## config.mk

```make
export PLATFORM = sky130hd
export DESIGN_NAME = music_recorder_flat
export DESIGN_NICKNAME = d
export VERILOG_FILES = /design/src/rtl/music_recorder_pkg.sv /design/src/rtl/music_recorder_if.sv /design/src/rtl/music_recorder_interval_timer.sv /design/src/rtl/music_recorder.sv /design/src/flat_wrapper.sv
export SDC_FILE = /design/constraint.sdc
export NUM_CORES = 1
export LEC_CHECK = 0
export BUFFER_PORTS_ARGS = -buffer_cell sky130_fd_sc_hd__buf_2
export CORE_MARGIN = 1.5
export CORE_UTILIZATION = 45
export CTS_BUF_LIST = sky130_fd_sc_hd__clkbuf_2 sky130_fd_sc_hd__clkbuf_4 sky130_fd_sc_hd__clkbuf_8
export DETAILED_ROUTE_END_ITERATION = 10
export GPL_TIMING_DRIVEN = 0
export SLEW_MARGIN = 20
export SYNTH_ARGS = -nofsm -noshare
export SYNTH_HDL_FRONTEND = slang
export SYNTH_HIERARCHICAL = 1
export SYNTH_SLANG_ARGS = --single-unit
export TNS_END_PERCENT = 100
```

## constraint.sdc

```tcl
create_clock -name clk -period 3.6 [get_ports clk]
set_input_delay 0 -clock clk [delete_from_list [all_inputs] [get_ports clk]]
set_output_delay 0 -clock clk [all_outputs]
set_load 0.05 [all_outputs]
```

## src/rtl/music_recorder_pkg.sv

```systemverilog
// Shared parameters and FSM encoding for the music recorder.
//   DATA_WIDTH    : default one-hot note/octave word width
//   MAX_DEPTH_BIT : log2 of the default number of note slots
//   DEF_DEPTH     : default number of note slots
//   rec_state_e   : recorder FSM state encoding
package music_recorder_pkg;

  localparam int DATA_WIDTH    = 10;
  localparam int MAX_DEPTH_BIT = 5;
  localparam int DEF_DEPTH     = 1 << MAX_DEPTH_BIT;

  typedef enum logic [1:0] {
    ST_IDLE   = 2'd0,
    ST_RECORD = 2'd1,
    ST_FULL   = 2'd2
  } rec_state_e;

endpackage

```

## src/rtl/music_recorder_if.sv

```systemverilog
// Control/data bundle between a keyboard/player controller and the recorder.
//   master : drives rec_start, rec_stop, clear, note_in, read_en, read_rst
//   slave  : drives data_out, output_ready, count, duration, recording,
//            full and the FSM state (debug)
// Handshake: read_en is a level request from the consumer; the recorder
// presents data_out qualified by output_ready (valid). There is no
// back-pressure: a slot is shown for SAMPLE_INTERVAL cycles while read_en
// stays high, and read_en low freezes playback where it is.
interface music_recorder_if #(
  parameter int DATA_WIDTH = 10,
  parameter int DEPTH      = 32
);
  import music_recorder_pkg::rec_state_e;

  localparam int CW = $clog2(DEPTH) + 1;

  logic                  rec_start;
  logic                  rec_stop;
  logic                  clear;
  logic [DATA_WIDTH-1:0] note_in;
  logic                  read_en;
  logic                  read_rst;
  logic [DATA_WIDTH-1:0] data_out;
  logic                  output_ready;
  logic [CW-1:0]         count;
  logic [CW+2:0]         duration;
  logic                  recording;
  logic                  full;
  rec_state_e            state;

  modport master (
    output rec_start, rec_stop, clear, note_in, read_en, read_rst,
    input  data_out, output_ready, count, duration, recording, full, state
  );

  modport slave (
    input  rec_start, rec_stop, clear, note_in, read_en, read_rst,
    output data_out, output_ready, count, duration, recording, full, state
  );

endinterface

```

## src/rtl/music_recorder_interval_timer.sv

```systemverilog
// Module interval_timer: counts 1..INTERVAL and flags the last count.
//   clk, rst_n : clock, synchronous active-low reset (counter -> 1)
//   load       : force the counter back to 1 (wins over en)
//   en         : advance the counter; wraps to 1 after INTERVAL
//   tick       : high while the counter equals INTERVAL
module interval_timer #(
  parameter int INTERVAL = 50000000
) (
  input  logic clk,
  input  logic rst_n,
  input  logic load,
  input  logic en,
  output logic tick
);

  localparam int CW = $clog2(INTERVAL + 1);

  logic [CW-1:0] cnt;

  assign tick = (cnt == CW'(INTERVAL));

  always_ff @(posedge clk) begin
    if (!rst_n) begin
      cnt <= CW'(1);
    end else if (load) begin
      cnt <= CW'(1);
    end else if (en) begin
      if (tick) cnt <= CW'(1);
      else      cnt <= cnt + CW'(1);
    end
  end

endmodule

```

## src/rtl/music_recorder.sv

```systemverilog
// Music recorder: samples note_in once every SAMPLE_INTERVAL cycles into a
// DEPTH-slot memory while recording, then plays the captured slots back at
// the same rate.
//   clk, rst_n : clock, synchronous active-low reset
//   bus        : music_recorder_if slave (controls, note_in, playback data,
//                status: count, duration, recording, full, state)
module music_recorder #(
  parameter int DATA_WIDTH      = music_recorder_pkg::DATA_WIDTH,
  parameter int DEPTH           = music_recorder_pkg::DEF_DEPTH,
  parameter int SAMPLE_INTERVAL = 50000000
) (
  input  logic              clk,
  input  logic              rst_n,
  music_recorder_if.slave   bus
);
  import music_recorder_pkg::rec_state_e;
  import music_recorder_pkg::ST_IDLE;
  import music_recorder_pkg::ST_RECORD;
  import music_recorder_pkg::ST_FULL;

  localparam int AW = $clog2(DEPTH);
  localparam int CW = AW + 1;

  rec_state_e            state;
  logic [CW-1:0]         count;
  logic [AW-1:0]         wr_ptr;
  logic [CW-1:0]         rd_ptr;   // may equal count (== DEPTH when full)
  logic                  output_ready;
  logic [DATA_WIDTH-1:0] data_out;

  logic [DATA_WIDTH-1:0] mem [DEPTH];
  logic [DATA_WIDTH-1:0] mem_rd;

  logic wr_tick, rd_tick;
  logic wr_load, wr_cnt_en, wr_en;
  logic rd_load, rd_cnt_en;
  logic playback_ok;

  // clear and rec_start share the "start over" path, clear taking priority
  // later in the FSM; either one reloads both timers.
  always_comb begin
    playback_ok = 1'b0;
    wr_load     = 1'b0;
    wr_cnt_en   = 1'b0;
    wr_en       = 1'b0;
    rd_load     = 1'b0;
    rd_cnt_en   = 1'b0;

    playback_ok = (state != ST_RECORD) && bus.read_en && (rd_ptr < count);

    wr_load   = bus.clear || bus.rec_start;
    // A stop pulse beats a coincident tick, so the timer must not wrap
    // and the slot must not be written in that cycle.
    wr_cnt_en = (state == ST_RECORD) && !bus.rec_stop;
    wr_en     = rst_n && !wr_load && wr_cnt_en && wr_tick;

    rd_load   = bus.clear || bus.rec_start || bus.read_rst;
    rd_cnt_en = playback_ok;
  end

  interval_timer #(.INTERVAL(SAMPLE_INTERVAL)) u_wr_timer (
    .clk   (clk),
    .rst_n (rst_n),
    .load  (wr_load),
    .en    (wr_cnt_en),
    .tick  (wr_tick)
  );

  interval_timer #(.INTERVAL(SAMPLE_INTERVAL)) u_rd_timer (
    .clk   (clk),
    .rst_n (rst_n),
    .load  (rd_load),
    .en    (rd_cnt_en),
    .tick  (rd_tick)
  );

  // Note memory: no reset, slots beyond count are never presented.
  always_ff @(posedge clk) begin
    if (wr_en) mem[wr_ptr] <= bus.note_in;
  end

  assign mem_rd = mem[rd_ptr[AW-1:0]];

  always_ff @(posedge clk) begin
    if (!rst_n) begin
      state        <= ST_IDLE;
      count        <= '0;
      wr_ptr       <= '0;
      rd_ptr       <= '0;
      output_ready <= 1'b0;
      data_out     <= '0;
    end else if (bus.clear) begin
      state        <= ST_IDLE;
      count        <= '0;
      wr_ptr       <= '0;
      rd_ptr       <= '0;
      output_ready <= 1'b0;
    end else if (bus.rec_start) begin
      state        <= ST_RECORD;
      count        <= '0;
      wr_ptr       <= '0;
      rd_ptr       <= '0;
      output_ready <= 1'b0;
    end else begin
      case (state)
        ST_RECORD: begin
          output_ready <= 1'b0;
          if (bus.rec_stop) begin
            state <= ST_IDLE;
          end else if (wr_tick) begin
            wr_ptr <= wr_ptr + AW'(1);
            count  <= count + CW'(1);
            if (count == CW'(DEPTH - 1)) state <= ST_FULL;
          end
        end
        default: begin
          // IDLE and FULL: playback
          if (bus.read_rst) begin
            rd_ptr       <= '0;
            output_ready <= 1'b0;
          end else if (bus.read_en) begin
            if (playback_ok) begin
              output_ready <= 1'b1;
              data_out     <= mem_rd;
              if (rd_tick) rd_ptr <= rd_ptr + CW'(1);
            end else begin
              output_ready <= 1'b0;
            end
          end
        end
      endcase
    end
  end

  assign bus.data_out     = data_out;
  assign bus.output_ready = output_ready;
  assign bus.count        = count;
  assign bus.duration     = {count, 3'b000};
  assign bus.recording    = (state == ST_RECORD);
  assign bus.full         = (state == ST_FULL);
  assign bus.state        = state;

endmodule

```

## src/flat_wrapper.sv

```systemverilog
// flat-port wrapper written by rule: the top's interface ports become plain ports
module music_recorder_flat import music_recorder_pkg::rec_state_e; import music_recorder_pkg::ST_IDLE; import music_recorder_pkg::ST_RECORD; import music_recorder_pkg::ST_FULL;
#(
  parameter int DATA_WIDTH      = music_recorder_pkg::DATA_WIDTH,
  parameter int DEPTH           = music_recorder_pkg::DEF_DEPTH,
  parameter int SAMPLE_INTERVAL = 50000000
)
  (clk, rst_n, bus_rec_start, bus_rec_stop, bus_clear, bus_note_in, bus_read_en, bus_read_rst, bus_data_out, bus_output_ready, bus_count, bus_duration, bus_recording, bus_full, bus_state);
  music_recorder_if #(.DATA_WIDTH(DATA_WIDTH), .DEPTH(DEPTH)) bus_i ();
  input  logic clk;
  input  logic rst_n;
  input wire logic [$bits(bus_i.rec_start)-1:0] bus_rec_start;
  input wire logic [$bits(bus_i.rec_stop)-1:0] bus_rec_stop;
  input wire logic [$bits(bus_i.clear)-1:0] bus_clear;
  input wire logic [$bits(bus_i.note_in)-1:0] bus_note_in;
  input wire logic [$bits(bus_i.read_en)-1:0] bus_read_en;
  input wire logic [$bits(bus_i.read_rst)-1:0] bus_read_rst;
  output wire logic [$bits(bus_i.data_out)-1:0] bus_data_out;
  output wire logic [$bits(bus_i.output_ready)-1:0] bus_output_ready;
  output wire logic [$bits(bus_i.count)-1:0] bus_count;
  output wire logic [$bits(bus_i.duration)-1:0] bus_duration;
  output wire logic [$bits(bus_i.recording)-1:0] bus_recording;
  output wire logic [$bits(bus_i.full)-1:0] bus_full;
  output wire logic [$bits(bus_i.state)-1:0] bus_state;
  assign bus_i.rec_start = bus_rec_start;
  assign bus_i.rec_stop = bus_rec_stop;
  assign bus_i.clear = bus_clear;
  assign bus_i.note_in = bus_note_in;
  assign bus_i.read_en = bus_read_en;
  assign bus_i.read_rst = bus_read_rst;
  assign bus_data_out = bus_i.data_out;
  assign bus_output_ready = bus_i.output_ready;
  assign bus_count = bus_i.count;
  assign bus_duration = bus_i.duration;
  assign bus_recording = bus_i.recording;
  assign bus_full = bus_i.full;
  assign bus_state = bus_i.state;
  music_recorder #(.DATA_WIDTH(DATA_WIDTH), .DEPTH(DEPTH), .SAMPLE_INTERVAL(SAMPLE_INTERVAL)) u_core (.clk(clk), .rst_n(rst_n), .bus(bus_i));
endmodule
```

## Word level (Yosys, flattened, before mapping)

Memories as Yosys holds them, arrays and structs flattened. A register that Yosys moved wholly into a read port is not among the register bits.
Index checks and enable logic that the tools add are counted.

| operators by class | value |
|---|---|
| $add $sub $neg | 5 |
| $lt $le $gt $ge | 1 |
| equal/unequal tests | 6 |
| multiplexer cells | 14 |
| bitwise gates (word level) | 6 |
| reduce and logical (&&, ||, !) cells | 29 |

Operator list:

| cell | number |
|---|---|
| 26-bit by 1-bit adder with 26-bit output (second input constant) | 2 |
| 26-bit equality test (second input constant) | 2 |
| 26-bit two-way mux | 2 |
| 6-bit two-way mux | 4 |
| 6-bit by 1-bit adder with 6-bit output (second input constant) | 2 |
| 2-bit nonzero test | 6 |
| 3-bit AND reduction | 3 |
| 6-bit by 5-bit equality test with 1-bit output (second input constant) | 1 |
| 1-bit logical AND | 6 |
| 6-bit < comparator | 1 |
| 2-bit two-way mux | 3 |
| 1-bit inverter | 6 |
| 6-bit AND reduction | 1 |
| 3-bit nonzero test | 2 |
| 2-bit OR reduction | 3 |
| 5-bit by 1-bit adder with 5-bit output (second input constant) | 1 |
| 1-bit two-way mux | 5 |
| 5-bit OR reduction | 1 |
| 4-bit AND reduction | 1 |
| 1-bit logical NOT | 3 |
| 3-bit OR reduction | 1 |
| 2-bit by 1-bit equality test with 1-bit output (second input constant) | 1 |
| 2-bit equality test (second input constant) | 1 |
| 1-bit logical OR | 2 |
| 2-bit by 1-bit inequality test with 1-bit output (second input constant) | 1 |

| word-level totals | value |
|---|---|
| register bits | 72 |
| bits in writable memories | 320 |
| input port bits | 17 |
| output and inout port bits | 30 |
| memories | 1 |

Memories:

| memory | words | width | read ports | clocked after memory_dff | write ports | RTL line | source |
|---|---|---|---|---|---|---|---|
| u_core.mem | 32 | 10 | 1 | 1 | 1 | music_recorder.sv:31 | `logic [DATA_WIDTH-1:0] mem [DEPTH];` |

## Longest topological paths before layout

| depth | value |
|---|---|
| depth in word-level cells | 7 |
| depth in mapped cells | 10 |
| gate-level depth less buffers | 10 |

## Cells and area by module

Netlist, hierarchy kept.

By module, submodules not included:

| module | times used | cells an instance | area each (sq um) |
|---|---|---|---|
| music_recorder | 1 | 741 | 13859.5 |
| interval_timer | 2 | 168 | 1411.4 |

## Worst setup path before layout

No wires, ideal clock.

| path | value |
|---|---|
| kind | reg-to-reg |
| from | register u_core.count[4], in the netlist u_core/bus.count[4] |
| to | register u_core.u_rd_timer.cnt[19] |
| data arrival time | 3.478 ns |
| slack | 0.055 ns |
| stages on the path, launching flop included | 11 |
| buffers on the path | 1 |
| period minus slack after synthesis | 3.545 ns |
| cell sequence | dfxtp_1 > inv_1 > ha_1 > a21o_1 > a2111o_1 > a21oi_1 > nand4_2 > or4_1 > buf_2 > or4_4 > a21oi_2 |

| on the way | value |
|---|---|
| cells in the longest elaborated chain, start to end | 2 |

Ends and longest elaborated chain:

| what | RTL line | source |
|---|---|---|
| start, declared | music_recorder.sv:25 | `logic [CW-1:0] count;` |
| start signal, assigned | music_recorder.sv:112 | `count <= count + CW'(1);` |
| 6-bit < comparator | music_recorder.sv:49 | `playback_ok = (state != ST_RECORD) && bus.read_en && (rd_ptr < count);` |
| 1-bit logical AND | music_recorder.sv:49 |  |
| via u_core.playback_ok | music_recorder.sv:37 | `logic playback_ok;` |
| end signal, assigned | music_recorder_interval_timer.sv:29 | `else cnt <= cnt + CW'(1);` |
| end, declared | music_recorder_interval_timer.sv:18 | `logic [CW-1:0] cnt;` |

The timed path passes the listed nets, and every way through them passes these cells.
A chain may end at the register's enable or synchronous reset.

## Worst setup path in the final report

Ends and elaborated chain as after synthesis.

==> results.txt <==
----------------------------------------------------
[Logic synthesis]
  Top cell type by total area after synthesis ... edfxtp_1
  Syn Inst Count ... 1,077
  Predominant post-synthesis flop cell ... edfxtp_1
  Synthesized area ... 16,700 sq um
  Yosys synthesis warning count ... 6
  Cell variety after synth ... 59
  Cell with the most instances after synthesis ... edfxtp_1
  Count of flip-flops with a built-in enable after synthesis ... 320
  Share of async-settable or async-resettable flops after synthesis ... 0%
  Most common library cells after synthesis ... edfxtp_1 (320), nor2_1 (88), dfxtp_1 (82)
  Sequential element share of the synthesized area ... 67.4%
  FF+latch count, synth ... 402
  Cell types with the largest area share after synthesis ... edfxtp_1 (58%), mux4_2 (10%), dfxtp_1 (9.8%)
  Fraction of post-synthesis cell area in the top cell type by area ... 57.6%
  Avg Inst Size Synth ... about 15 sq um

[Critical path]
  Critical path destination ... u_core/u_rd_timer/cnt[19]$_SDFFE_PP0P_
  Endpoint of the worst-slack reg-to-reg timing path ... u_core/u_rd_timer/cnt[19]$_SDFFE_PP0P_
  Crit path max-delay cell type ... or4_1
  Crit path buf inv count ... 2
  Crit-path max cell delay ... 0.53 ns
  Critical path startpoint category ... flop
  Number of cells on the critical path ... 10
  Top cell by count, worst path ... a21oi_2
  Maximum net fanout on the critical path ... 8
  CP Data Required Time ... 4.11 ns
  Count of cells along the worst register-to-register path ... 10
  Worst reg-to-reg setup slack ... 0.27 ns
  Arrival time of data at the critical path endpoint ... 3.84 ns
  Startpoint of the most critical setup path ... u_core/bus.count[4]$_SDFFE_PP0P_
  Kind of cell adding the most delay to the critical path ... simple AND/OR/NAND/NOR gates
  Worst setup path category ... reg -> reg
  Worst r2r src ... u_core/bus.count[4]$_SDFFE_PP0P_
  CP cell instances ... inv_1, ha_1, a21o_1, a2111o_1, a21oi_2, nand4_2, or4_1, buf_2, or4_4, a21oi_2
  Crit end category ... flop

[Timing]
  Final number of max-transition violations ... 0
  Hold Violations, Final ... 0
  Slack of the critical path ... approximately 0.27 ns
  Share of the clock period used by the worst path ... 92.4%
  Minimum clock period ... 3.33 ns
  Actual transition at the worst max-transition pin ... slightly above 1 ns
  Endpoints failing setup ... 0
  Worst Hold Margin ... 0.415 ns
  Worst clock skew ... 0.0278 ns
  Relative slew slack ... 31.6%
  Maximum clock frequency ... 301 MHz

[Floorplan]
  Horiz. Die Dim ... 196 microns
  Die area ... 38,200 sq um
  Core ar. ... 36,500 sq um
  Die height ... 196 microns
  Initial Util ... 45.7%
  Core Rows ... 70
  Top-Level Pins ... between 40 and 50

[GRT]
  Largest net degree at the start of global routing ... 33
  Via count of the first global-routing pass ... 9,912
  GRT Overall Usage ... approximately a fifth
  Wire length of the first global-routing pass ... 60.4 mm
  Initial antenna violation count ... 0
  Overflow left after global routing ... 0

[Place]
  Count of port buffers added during placement ... 42
  Weighted congestion at the end of routability-driven global placement ... approximately 0.86
  Post-detailed-placement half-perimeter wirelength ... 24.7 mm
  Pre-CTS worst setup slack ... -0.433 ns

[Hold path]
  Hold Crit Class ... in -> reg

[Route]
  Final ANT Viol Nets ... 0
  Total wire length after detailed routing ... approximately 40 mm
  Via count ... 10.1k
  Detail-routed via count per cell ... 5.74
  First-iteration detailed-routing DRC count ... 653
  Average wire length per cell after detail routing ... 22.9 microns
  Drc violations ... 0
  Pre-Repair DR Iteration Count ... 5

[Finish]
  Antenna cell count ... 0
  Fillers ... ~3.0k
  Share of cells above drive strength 1 ... 27.7%
  Fin nets ... roughly 1.3k
  Layout overhead on the synthesized area ... 19.1%

[Clocking]
  Later-pin clock latency in the skew report ... 0.59 ns
  Root buffer cell ... clkbuf_8
  Bufs on Longest Clock Path ... 3
  Clock-pin slew on the worst setup and hold paths ... 0.06 ns
  Number of sinks on the clock net ... 402
  Number of levels the H-tree was split into ... 3
  Clock tree from TritonCTS ... done
  Clock buffers created by TritonCTS ... 67

[Power]
  Power density over the cells ... between 400 and 500 nW/um^2
  IR Drop Worst-Case VDD ... roughly 0.00033 V
  Leakage power of the design ... 6.23 nW

[Run status]
  Run status ... completed

[Run]
  Number of maximum-capacitance constraint violations ... 0

----------------------------------------------------
layout by cell type, fill, tap and decap left out, drive strengths merged, types with 7 or more instances in the layout:
master,count
a211oi,7
a21oi,43
a221o,8
a221oi,8
and3,10
and4,8
buf,120
clkbuf,119
clkinv,14
dfxtp,82
dlygate4sd3,19
edfxtp,320
ha,17
inv,24
mux2i,39
mux4,75
nand2,53
nand3,17
nand4,38
nor2,88
nor2b,14
nor4,11
o21ai,35
o31ai,12
or3,16
or4,15
xnor2,14
xor2,13
timing repair:
action	CTS	global route
endpoints found under the hold margin	345	0
resized for setup	24	34
cloned	0	0
hold buffers	19	0
setup endpoints to repair	320	332
setup buffers	2	37
pin swaps	2	30
cells by family after synthesis:
family	after synthesis	synth area share, %
flops	402	67.4
simple gates	296	9.46
compound gates	138	5.62
mux	114	12.5
buf+inv	82	2.30
xor+xnor	27	1.42
fa+ha+maj	17	1.28
other cells	1	0.0225
power breakdown:
part           total, mW  switching, mW  leakage [nW]  internal [mW]
registers           5.01       0.000732          3.54           5.01
clock network       3.89           1.78         0.682           2.11
logic              0.124         0.0959          2.01         0.0284
total               9.02           1.88          6.23           7.14
metal layers:
| layer | GRT usage [%] | share of wire (%) | vias up | wire length [microns] |
|---|---|---|---|---|
| met5 | 0 | 0 | - | 0 |
| met4 | 7.26 | 2.5 | 0 | 1000 |
| met3 | 3.80 | 6.0 | 79 | 2410 |
| met2 | 33.6 | 47 | 331 | 18800 |
| met1 | 30.0 | 45 | 5113 | 18100 |
| li1 | - | - | 4601 | - |
per-stage QoR:
| step | util, % | cell area (sq um) | std cells | setup TNS, ns | power, mW |
|---|---|---|---|---|---|
| 2_1_floorplan | - | 16700 | 1079 | 0 | 5.14 |
| 3_5_place_dp | 48.0 | 17500 | 1589 | -69.96 | 5.22 |
| 3_3_place_gp | 47.9 | 17500 | 1589 | -99.61 | 5.21 |
| 6_report | 54.4 | 19900 | 1764 | 0 | 9.02 |
| 5_1_grt | 54.4 | 19900 | 1764 | -0.0222 | 9.34 |
| 4_1_cts | 52.2 | 19100 | 1727 | -46.81 | 9.11 |
registers in the layout, indices dropped and copies added, names as in the netlist:
register / flops
u_core/u_rd_timer/cnt: 26
u_core/wr_ptr: 5
u_core/bus.state: 2
u_core/bus.output_ready: 1
u_core/bus.data_out: 10
u_core/mem: 320
u_core/u_wr_timer/cnt: 26
u_core/bus.count: 6
u_core/rd_ptr: 6
area by class of cell:
cell class / count / area, sq um / share of cell area, %
sequential: 402 / 11300 / 56.6
multi-input combinational: 595 / 5320 / 26.8
clock buffer: 98 / 1180 / 5.94
timing repair buffer: 100 / 1040 / 5.25
tap: 468 / 586 / 2.95
buffer: 60 / 302 / 1.52
clock inverter: 19 / 103 / 0.516
inverter: 22 / 82.6 / 0.416
how the worst min path moves through the flow:
stage	endpoint	slack, ns	startpoint	depth (start not counted)
finish	u_core/u_wr_timer/cnt[0]$_SDFFE_PP1P_	0.41	rst_n	4
global route	u_core/u_wr_timer/cnt[0]$_SDFFE_PP1P_	0.44	rst_n	4
CTS	u_core/u_wr_timer/cnt[0]$_SDFFE_PP1P_	0.39	rst_n	4
detailed placement	u_core/bus.state[0]$_SDFFE_PP0P_	0.18	bus_clear	2
global placement	u_core/bus.state[0]$_SDFFE_PP0P_	0.18	bus_clear	2
floorplan	u_core/bus.state[0]$_SDFFE_PP0P_	0.07	bus_clear	1
worst min-delay path, stage by stage:
cell and delay, ns:
dlygate4sd3_1 0.53, buf_2 0.17, nor2b_1 0.18, o21ai_0 0.07
No activity file was read; power rests on OpenSTA's default activity.
